===== src/rtl/adder_op_feeder.sv =====
// Self-checking front end for a WIDTH-bit adder: queues operand triples, drives them
// one per clock, and checks the returned {cout,sum} one cycle later.
module adder_op_feeder #(
   parameter int WIDTH = 2,
   parameter int DEPTH = 4,
   parameter int CNT_W = 8
) (
   input  logic             clk,
   input  logic             rst,
   input  logic             in_valid,
   output logic             in_ready,
   input  logic [WIDTH-1:0] in_a,
   input  logic [WIDTH-1:0] in_b,
   input  logic             in_cin,
   input  logic             start,
   output logic [WIDTH-1:0] a,
   output logic [WIDTH-1:0] b,
   output logic             cin,
   input  logic [WIDTH-1:0] sum,
   input  logic             cout,
   output logic             busy,
   output logic             done,
   output logic [CNT_W-1:0] pass_cnt,
   output logic [CNT_W-1:0] fail_cnt,
   output logic             err
);

   // state | meaning
   // IDLE  | waiting for start with a non-empty FIFO; a/b/cin hold
   // RUN   | pop one triple per cycle onto the adder, check the previous one
   // DRAIN | check the final triple, zero the adder inputs, pulse done
   typedef enum logic [1:0] {IDLE, RUN, DRAIN} state_t;

   localparam int PW = $clog2(DEPTH);
   localparam int EW = 2 * WIDTH + 1;
   localparam logic [PW:0] FULL = (PW + 1)'(DEPTH);

   state_t           state_q;
   logic [EW-1:0]    mem_q [DEPTH];
   logic [PW-1:0]    wr_ptr_q, rd_ptr_q;
   logic [PW:0]      count_q;
   logic [WIDTH-1:0] a_q, b_q;
   logic             cin_q;
   logic [WIDTH:0]   exp_q, exp_d;
   logic             exp_vld_q;
   logic             busy_q, done_q, err_q;
   logic [CNT_W-1:0] pass_q, fail_q;

   logic             push, pop, match;
   logic [WIDTH-1:0] head_a, head_b;
   logic             head_cin;

   assign in_ready = (count_q != FULL);
   assign push     = in_valid & in_ready;
   // RUN never sees an empty FIFO: it is left as soon as the last entry is popped
   assign pop      = (state_q == RUN);

   always_comb begin
      head_a   = mem_q[rd_ptr_q][EW-1:WIDTH+1];
      head_b   = mem_q[rd_ptr_q][WIDTH:1];
      head_cin = mem_q[rd_ptr_q][0];
      exp_d    = {1'b0, head_a} + {1'b0, head_b} + {{WIDTH{1'b0}}, head_cin};
      match    = ({cout, sum} == exp_q);
   end

   always_ff @(posedge clk) begin
      if (push) mem_q[wr_ptr_q] <= {in_a, in_b, in_cin};
   end

   always_ff @(posedge clk) begin
      if (rst) begin
         state_q   <= IDLE;
         wr_ptr_q  <= '0;
         rd_ptr_q  <= '0;
         count_q   <= '0;
         a_q       <= '0;
         b_q       <= '0;
         cin_q     <= 1'b0;
         exp_q     <= '0;
         exp_vld_q <= 1'b0;
         busy_q    <= 1'b0;
         done_q    <= 1'b0;
         err_q     <= 1'b0;
         pass_q    <= '0;
         fail_q    <= '0;
      end else begin
         if (push) wr_ptr_q <= wr_ptr_q + 1'b1;
         if (pop)  rd_ptr_q <= rd_ptr_q + 1'b1;
         if (push && !pop)      count_q <= count_q + 1'b1;
         else if (!push && pop) count_q <= count_q - 1'b1;

         done_q <= 1'b0;

         if (exp_vld_q) begin
            if (match) begin
               if (pass_q != '1) pass_q <= pass_q + 1'b1;
            end else begin
               if (fail_q != '1) fail_q <= fail_q + 1'b1;
               err_q <= 1'b1;
            end
         end

         case (state_q)
            IDLE: begin
               exp_vld_q <= 1'b0;
               if (start && count_q != '0) begin
                  state_q <= RUN;
                  busy_q  <= 1'b1;
               end
            end
            RUN: begin
               a_q       <= head_a;
               b_q       <= head_b;
               cin_q     <= head_cin;
               exp_q     <= exp_d;
               exp_vld_q <= 1'b1;
               if (count_q == (PW + 1)'(1) && !push) state_q <= DRAIN;
            end
            DRAIN: begin
               a_q       <= '0;
               b_q       <= '0;
               cin_q     <= 1'b0;
               exp_vld_q <= 1'b0;
               done_q    <= 1'b1;
               busy_q    <= 1'b0;
               state_q   <= IDLE;
            end
            default: state_q <= IDLE;
         endcase
      end
   end

   assign a        = a_q;
   assign b        = b_q;
   assign cin      = cin_q;
   assign busy     = busy_q;
   assign done     = done_q;
   assign pass_cnt = pass_q;
   assign fail_cnt = fail_q;
   assign err      = err_q;

endmodule


===== config.mk =====
export PLATFORM = sky130hd
export DESIGN_NAME = adder_op_feeder
export DESIGN_NICKNAME = d
export VERILOG_FILES = /design/src/rtl/adder_op_feeder.sv
export SDC_FILE = /design/constraint.sdc
export NUM_CORES = 1
export LEC_CHECK = 0
export CORE_MARGIN = 10
export CORE_UTILIZATION = 58
export DETAILED_ROUTE_END_ITERATION = 8
export PLACE_DENSITY = 0.84
export SKIP_CTS_REPAIR_TIMING = 1
export SLEW_MARGIN = 25
export SYNTH_ARGS = -nofsm -noshare
export SYNTH_HDL_FRONTEND = slang
export SYNTH_SLANG_ARGS = --single-unit

===== constraint.sdc =====
create_clock -name clk -period 3.3 [get_ports clk]
set_input_delay 0.99 -clock clk [delete_from_list [all_inputs] [get_ports clk]]
set_output_delay 0.99 -clock clk [all_outputs]
set_load 0.02 [all_outputs]

==> results.cfg, run 1 <==
[routing]
routedLengthMet1_um = 2440
dr_wl_met2_um = 2380
wl_met3_um = 331
highest-signal-layer = met4
post_drt_wl_per_cell_um = 14.9
drt-vias-per-instance = 5.61
vias = 1964
drc_errors = 0
drtPass1Iterations = 6
drt_iter0_markers = 78
wl_um = 5230
final_antenna_net_count = 0

[power]
p_comb_share_pct = 30.6
p_leak_nw = 1.20
clock_power_share_pct = 27.3
p_sw_w = 0.000743
switching_share_pct = 32.6
p_seq_share_pct = 42.1
power_density_nw_per_um2 = 690
p_int_w = 0.00154
ir_drop_v = 0.000518

[worst_setup_path]
crit_chain = clkdlybuf4s50_1, xor2_1, or4b_1, or4_1, a21oi_1
arrival_ns = 2.98
critPathKind = in -> reg
worstRegToRegCells = 5
cp_slowest_cell = or4b_1
worst_ep_required_time_ns = 3.56
cpPeakStageDelay_ns = 0.69
endpoint_kind = flip-flop
worstSetupStartpointType = primary input
crit_fanout = 9
reg2reg_slack_ns = 1.19

[yosys]
synth_edf_count = 20
synthArstFlopShare_pct = 0
ys.flop_type = dfxtp_1
syn-num-nets = 282
yosysWarnings = 0
netlist.area_leader.share_pct = 28.9
syn_area_um2 = 2710
yosysSeqAreaShare_pct = 51.1
syn_area_per_cell_um2 = 10.7
synthCells = 252
ys_ff_latch = 59
synth.area.top_cells = dfxtp_1 (29%), edfxtp_1 (22%), ha_1 (7.4%)
synth_top_area_cell = dfxtp_1
yosys.cell_types.count = 42

[placement]
dp_hpwl_um = 3810
gp_congestion = 0.832
io_buffer_count = 36

[timing]
finalClockSkew_ns = 0.00722
hold_viol_final = 0
max_freq_ghz = 0.368
fin_crit_sh_pct = 82.4
setup_tns_ns = 0
fin_hold_ws_ns = 0.469
final-setup-viol-count = 0
drv_slew = 0
rsz0062_at_grt = no
worst_pin_slew_ns = 0.693
min_period_ns = 2.72
relSlewSlack_pct = 53.4

[status]
status = complete, no violations

[grt]
antenna_found_initial = 0
grt_pass1_vias = 1876
track_usage_pct = 14.3
grt_max_degree = 24
grt_overflow = 0
grt_pass1_wl_um = 8800

[floorplan]
pin_count = 37
dieArea_um2 = 7800
start_util_pct = 60.9
core_um2 = 4440
die_height_um = 88.3
die_width_um = 88.3
row_count = 24

[cells_and_area]
area_delta_synth_final_pct = 22.2
antenna_cells = 0
final_nets = 323
fill_cells = 321
layout-drive-gt1-share_pct = 9.06

[worst_hold_path]
hold_class = reg -> reg
min_path_cells = 2

[cts]
clock-sinks = 59
cts_inserted_buffers = 9
cts_tree = built
cts-root-buf = clkbuf_8
path_clk_slew_ns = 0.06
insertion_delay_ns = 0.33
h-tree-depth = 3
cts_buffer_depth = 2

[job]
cap_viol_max_count = 0
## stage by stage
step	setup slack [ns]	instance area [um2]	power [W]	utilization, %	instances
floorplan	0.810	2710	0.00147	-	252
global placement	0.219	3120	0.00165	70.1	334
detailed placement	0.168	3120	0.00168	70.1	334
CTS	0.518	3300	0.00230	74.3	350
global route	0.467	3310	0.00244	74.4	350
finish	0.582	3310	0.00228	74.4	350
## critical path, delay by kind of cell
kind                   cells  cell delay [ns]
AND/OR/NAND/NOR            2             1.23
buffers and inverters      1             0.42
XOR/XNOR                   1             0.18
AO/OA/AOI/OAI              1             0.15
## cells in the mapped netlist (3+ instances only)
master and number:
nand2b_1 7, xor2_1 6, clkbuf_1 5, mux2i_1 3, ha_1 16, or4_1 6, edfxtp_1 20, dfxtp_1 39
mux2_2 3, a21oi_1 22, or3_1 4, nor2b_1 9, a211oi_1 4, inv_1 14, mux4_2 5, o21ai_0 4
nor3_1 6, nand2_1 6, o31ai_1 5, nand3_1 5, nor2_1 27, and2_1 4, nand4_1 6
## worst paths after layout
kind             start           to
min reg2reg        err          err
min                err          err
max reg2reg  flip-flop     exp_q[1]
max             sum[1]  pass_cnt[4]
## area by class of cell
class	instances	area (um2)	share of cell area (%)
clock buffer	10	128	3.86
clock inverter	6	57.6	1.74
inverter	14	52.6	1.59
multi-input combinational	170	1240	37.5
sequential	59	1380	41.8
tap	52	65.1	1.97
timing repair buffer	39	383	11.6
## routing by layer
metal | GRT usage [%] | vias to the layer above
met3 | 4.32 | 10
met4 | 6.17 | 0
met2 | 22.4 | 48
li1 | - | 987
met5 | 0 | -
met1 | 17.9 | 919
## layout by cell type (no fill, tap or decap), types with 2 or more instances in the layout
cell	count
nor2_1	27
fa_1	2
o21ai_0	4
nor3_1	5
clkinvlp_4	2
a21oi_1	22
clkdlybuf4s50_1	36
xnor2_1	2
mux2_2	3
nand4_1	6
and2_1	4
nand3_1	5
o31ai_1	5
mux4_2	5
or4_1	6
buf_4	3
nand2b_1	7
nand2_1	6
inv_1	14
clkinv_1	2
mux2i_1	3
dfxtp_1	39
ha_1	16
o21ai_1	2
edfxtp_1	20
or3_1	4
a211oi_1	4
clkbuf_8	9
nor3b_1	2
nor2b_1	9
a21bo_2	2
xor2_1	6
## logic make-up after synthesis
logic type	Yosys count	synth area share (%)
xor+xnor	8	2.59
simple gates	88	17.6
buf+inv	23	3.28
flops	59	51.1
mux	11	6.52
compound gates	45	10.1
fa+ha+maj	18	8.88
## sequential cells by signal (all words and copies together), names as in the netlist, named ones only
signal	count
exp_vld_q	1
a	2
mem_q	20
pass_cnt	8
wr_ptr_q	2
err	1
rd_ptr_q	2
busy	1
done	1
fail_cnt	8
state_q	2
exp_q	3
count_q	3
b	2
cin	1
## power by group through the flow
stage / Sequential [W] / Combinational [W] / Clock [W]
final: 0.000962 / 0.000698 / 0.000622
after global routing: 0.000976 / 0.000801 / 0.000661
after CTS: 0.000962 / 0.000704 / 0.000633
after detailed placement: 0.000977 / 0.000698 / 0
after global placement: 0.000973 / 0.000677 / 0
after floorplan: 0.000976 / 0.000494 / 0
Power figures use the tool's default switching activity.
==> run 2: changes to the inputs <==
- CORE_UTILIZATION: 58 -> 54
- PLACE_DENSITY: 0.84 -> 0.79
- clock period: 3.3 -> 2.61 ns (I/O delays scaled with it)
==> run 2 against run 1 <==
Sequential share of layout area fell by 1.2 points. Final cell count rose by 6.6%. Worst hold slack improved by 0.011 ns. Largest power group unchanged.
==> results.cfg, run 2 (synthesis results as in run 1) <==
[status]
status = complete, no violations

[placement]
dp_hpwl_um = 3840
gp_congestion = 0.843
io_buffer_count = 36
pre_cts_ws_ns = -0.155
dp_cells = 357

[cells_and_area]
top_register = mem_q
antenna_cells = 0
final_cell_mix = dfxtp_1 (39), clkdlybuf4s50_1 (36), nor2_1 (27), a21oi_1 (22), edfxtp_1 (20)
largest_register_ffs = 20
final_cells = 373
final_util_pct = 71.2
fill_cells = 377
final_nets = 331
layout-drive-gt1-share_pct = 12.1
layout_commonest_cell = dfxtp_1
area_delta_synth_final_pct = 26.0

[timing]
worst_pin_slew_ns = 0.425
drv_slew = 0
min_period_ns = 2.49
fin_crit_sh_pct = 95.6
rsz0062_at_grt = no
finalWorstSetupSlack_ns = 0.115
final-setup-viol-count = 0
hold_viol_final = 0
max_freq_ghz = 0.401
fin_hold_ws_ns = 0.480
relSlewSlack_pct = 71.6
finalClockSkew_ns = 0.00677

[power]
p_int_w = 0.00199
switching_share_pct = 32.8
p_comb_share_pct = 31.0
clock_power_share_pct = 28.0
p_leak_nw = 1.25
ir_drop_v = 0.000728
power_density_nw_per_um2 = 870
p_sw_w = 0.000973
p_seq_share_pct = 41.0
finalPower_w = 0.00296

[worst_setup_path]
cp_slowest_cell = clkdlybuf4s50_1
crit_chain = inv_1, ha_1, nand2_1, clkdlybuf4s50_1
critPathKind = reg -> out
cp_num_buf_inv = 2
arrival_ns = 1.71
cpPeakStageDelay_ns = 0.60
crit_fanout = 4
worstSetupStartpointType = flip-flop
reg2reg_slack_ns = 0.51
crit_family = buffers and inverters
worst_ep_required_time_ns = 1.83
endpoint_kind = output pin

[grt]
antenna_found_initial = 0
grt_max_degree = 24
grt_pass1_vias = 1920
grt_overflow = 0
track_usage_pct = 13.2
grt_pass1_wl_um = 9040

[routing]
drt_iter0_markers = 101
drt-vias-per-instance = 5.29
final_antenna_net_count = 0
drc_errors = 0
wl_um = 5230
post_drt_wl_per_cell_um = 14.0
drtPass1Iterations = 4
vias = 1973

[cts]
cts_buffer_depth = 2
path_clk_slew_ns = 0.07
clock-sinks = 59
cts_tree = built
cts_inserted_buffers = 9
insertion_delay_ns = 0.33
cts-root-buf = clkbuf_8
h-tree-depth = 3

[worst_hold_path]
hold_class = reg -> reg

[job]
cap_viol_max_count = 0

[floorplan]
core_um2 = 4790
die_width_um = 90.8
dieArea_um2 = 8240
die_height_um = 90.8
pin_count = 37
start_util_pct = 56.5
row_count = 25
## run 2: layout make-up
type,count,area (um2),area share [%]
inverters,14,52.6,1.54
flip-flops and latches,59,1380,40.5
multi-input cells,170,1230,36.2
clock buffers,9,124,3.63
well taps,67,83.8,2.46
repair buffers,47,455,13.4
clock inverters,7,76.3,2.24
## run 2: worst paths after layout
check | endpoint | cells past startpoint | startpoint
worst min-delay path | err | 2 | err
worst min register to register | err | 2 | err
worst max register to register | exp_q[1] | 5 | flip-flop
worst max-delay path | in_ready | 4 | count_q[0]
## run 2: metrics by stage
step	TNS (ns)	cell area [um2]
3_3_place_gp	-0.248	3210
6_report	0	3410
4_1_cts	0	3410
3_5_place_dp	-0.486	3210
2_1_floorplan	0	2710
5_1_grt	0	3410
## run 2: layer usage
metal	track usage [%]	up-vias	share of wire, %
li1	-	1001	-
met3	5.40	4	5.4
met1	15.4	928	46
met4	4.70	0	0.73
met5	0	-	0
met2	21.2	40	48
## run 2: power by group through the flow
stage | clock network, W | registers (W) | logic, W
2_1_floorplan | 0 | 0.00123 | 0.000625
3_3_place_gp | 0 | 0.00123 | 0.000888
3_5_place_dp | 0 | 0.00124 | 0.000925
4_1_cts | 0.000852 | 0.00122 | 0.000930
5_1_grt | 0.000895 | 0.00124 | 0.00104
6_report | 0.000829 | 0.00122 | 0.000918
## run 2: worst min-delay path, stage by stage, from the launching register on
cell and delay [ns]:
dfxtp_1 0.33, a21oi_1 0.04, nor2_1 0.07
==> run 3: changes to the inputs <==
- CORE_UTILIZATION: 54 -> 47
- PLACE_DENSITY: 0.79 -> 0.7
==> run 3 against run 2 <==
Sequential share of layout area up 0.13 points. Worst hold slack better by 0.00069 ns. Non-clock buffer count unchanged. Global-route usage down 1.2 points. Clock skew up 0.0014 ns. Fmax up 6.0%. Largest cell class unchanged. Highest routed layer unchanged.
==> results.cfg, run 3 (synthesis results as in run 1) <==
[status]
status = complete, no violations

[routing]
drc_errors = 0
vias = 1979
wl_um = 5150
post_drt_wl_per_cell_um = 13.6
final_antenna_net_count = 0
drt_iter0_markers = 56
drtPass1Iterations = 4
drt-vias-per-instance = 5.24

[cts]
cts_inserted_buffers = 9
cts-root-buf = clkbuf_8
h-tree-depth = 3
cts_tree = built
path_clk_slew_ns = 0.07
insertion_delay_ns = 0.34
clock-sinks = 59
cts_buffer_depth = 2

[timing]
drv_slew = 0
rsz0062_at_grt = no
fin_crit_sh_pct = 90.1
final-setup-viol-count = 0
relSlewSlack_pct = 74.3
hold_viol_final = 0
finalWorstSetupSlack_ns = 0.257
fin_hold_ws_ns = 0.481
min_period_ns = 2.35
worst_pin_slew_ns = 0.385
max_freq_ghz = 0.425
finalClockSkew_ns = 0.00813

[cells_and_area]
layout-drive-gt1-share_pct = 11.4
final_util_pct = 61.3
fill_cells = 471
antenna_cells = 0
top_register = mem_q
layout_commonest_cell = dfxtp_1
area_delta_synth_final_pct = 25.6
final_nets = 331
final_cell_mix = dfxtp_1 (39), clkdlybuf4s50_1 (35), nor2_1 (27), a21oi_1 (22), edfxtp_1 (20)
largest_register_ffs = 20

[placement]
dp_hpwl_um = 3780
gp_congestion = 0.775
pre_cts_ws_ns = -0.0732
io_buffer_count = 36

[job]
cap_viol_max_count = 0

[grt]
grt_overflow = 0
grt_pass1_wl_um = 8510
grt_pass1_vias = 1887
grt_max_degree = 24
antenna_found_initial = 0
track_usage_pct = 11.9

[worst_setup_path]
endpoint_kind = flip-flop
worst_ep_required_time_ns = 2.88
worstSetupStartpointType = primary input
critPathKind = in -> reg
arrival_ns = 2.63
crit_fanout = 4
reg2reg_slack_ns = 0.52

[floorplan]
dieArea_um2 = 9190
start_util_pct = 48.8
core_um2 = 5540
row_count = 27
die_height_um = 95.9
die_width_um = 95.9
pin_count = 37

[power]
finalPower_w = 0.00294
ir_drop_v = 0.000483
power_density_nw_per_um2 = 864
p_leak_nw = 1.25

[worst_hold_path]
hold_class = reg -> reg
run 3: per-stage QoR:
step | cells | instance area (um2) | setup TNS [ns]
final | 378 | 3400 | 0
after global routing | 378 | 3400 | 0
after CTS | 378 | 3390 | 0
after detailed placement | 362 | 3200 | -0.200
after global placement | 362 | 3200 | -0.176
after floorplan | 252 | 2710 | 0
run 3: routing by layer:
| metal | global-route usage (%) | part of all wire, % | wire (um) |
|---|---|---|---|
| met1 | 13.6 | 45 | 2320 |
| met2 | 18.8 | 47 | 2400 |
| met3 | 3.97 | 5.6 | 286 |
| met4 | 7.74 | 2.7 | 137 |
| met5 | 0 | 0 | 0 |
run 3: power by group:
group | internal, W | leakage, nW | switching (W) | total (W)
Combinational | 0.000440 | 0.649 | 0.000476 | 0.000916
Sequential | 0.00110 | 0.501 | 0.000107 | 0.00121
Clock | 0.000456 | 0.0971 | 0.000354 | 0.000811
Total | 0.00200 | 1.25 | 0.000937 | 0.00294
run 3: final cells by class:
class                           count  area (um2)  area share, %
Clock inverter                      6        55.1           1.62
Clock buffer                       10         138           4.05
Inverter                           14        52.6           1.55
Tap cell                           72        90.1           2.65
Multi-Input combinational cell    170        1230           36.4
Timing Repair Buffer               47         445           13.1
Sequential cell                    59        1380           40.7
run 3: worst paths after layout:
kind	depth (start not counted)	to	startpoint
max	5	pass_cnt[4]	sum[0]
min	2	err	err
min reg2reg	2	err	err
max reg2reg	5	exp_q[1]	flip-flop
run 3: worst max-delay path, stage by stage:
cell	delay, ns
clkdlybuf4s50_1	0.44
xor2_1	0.16
or4b_1	0.57
or4_1	0.53
a21oi_1	0.14
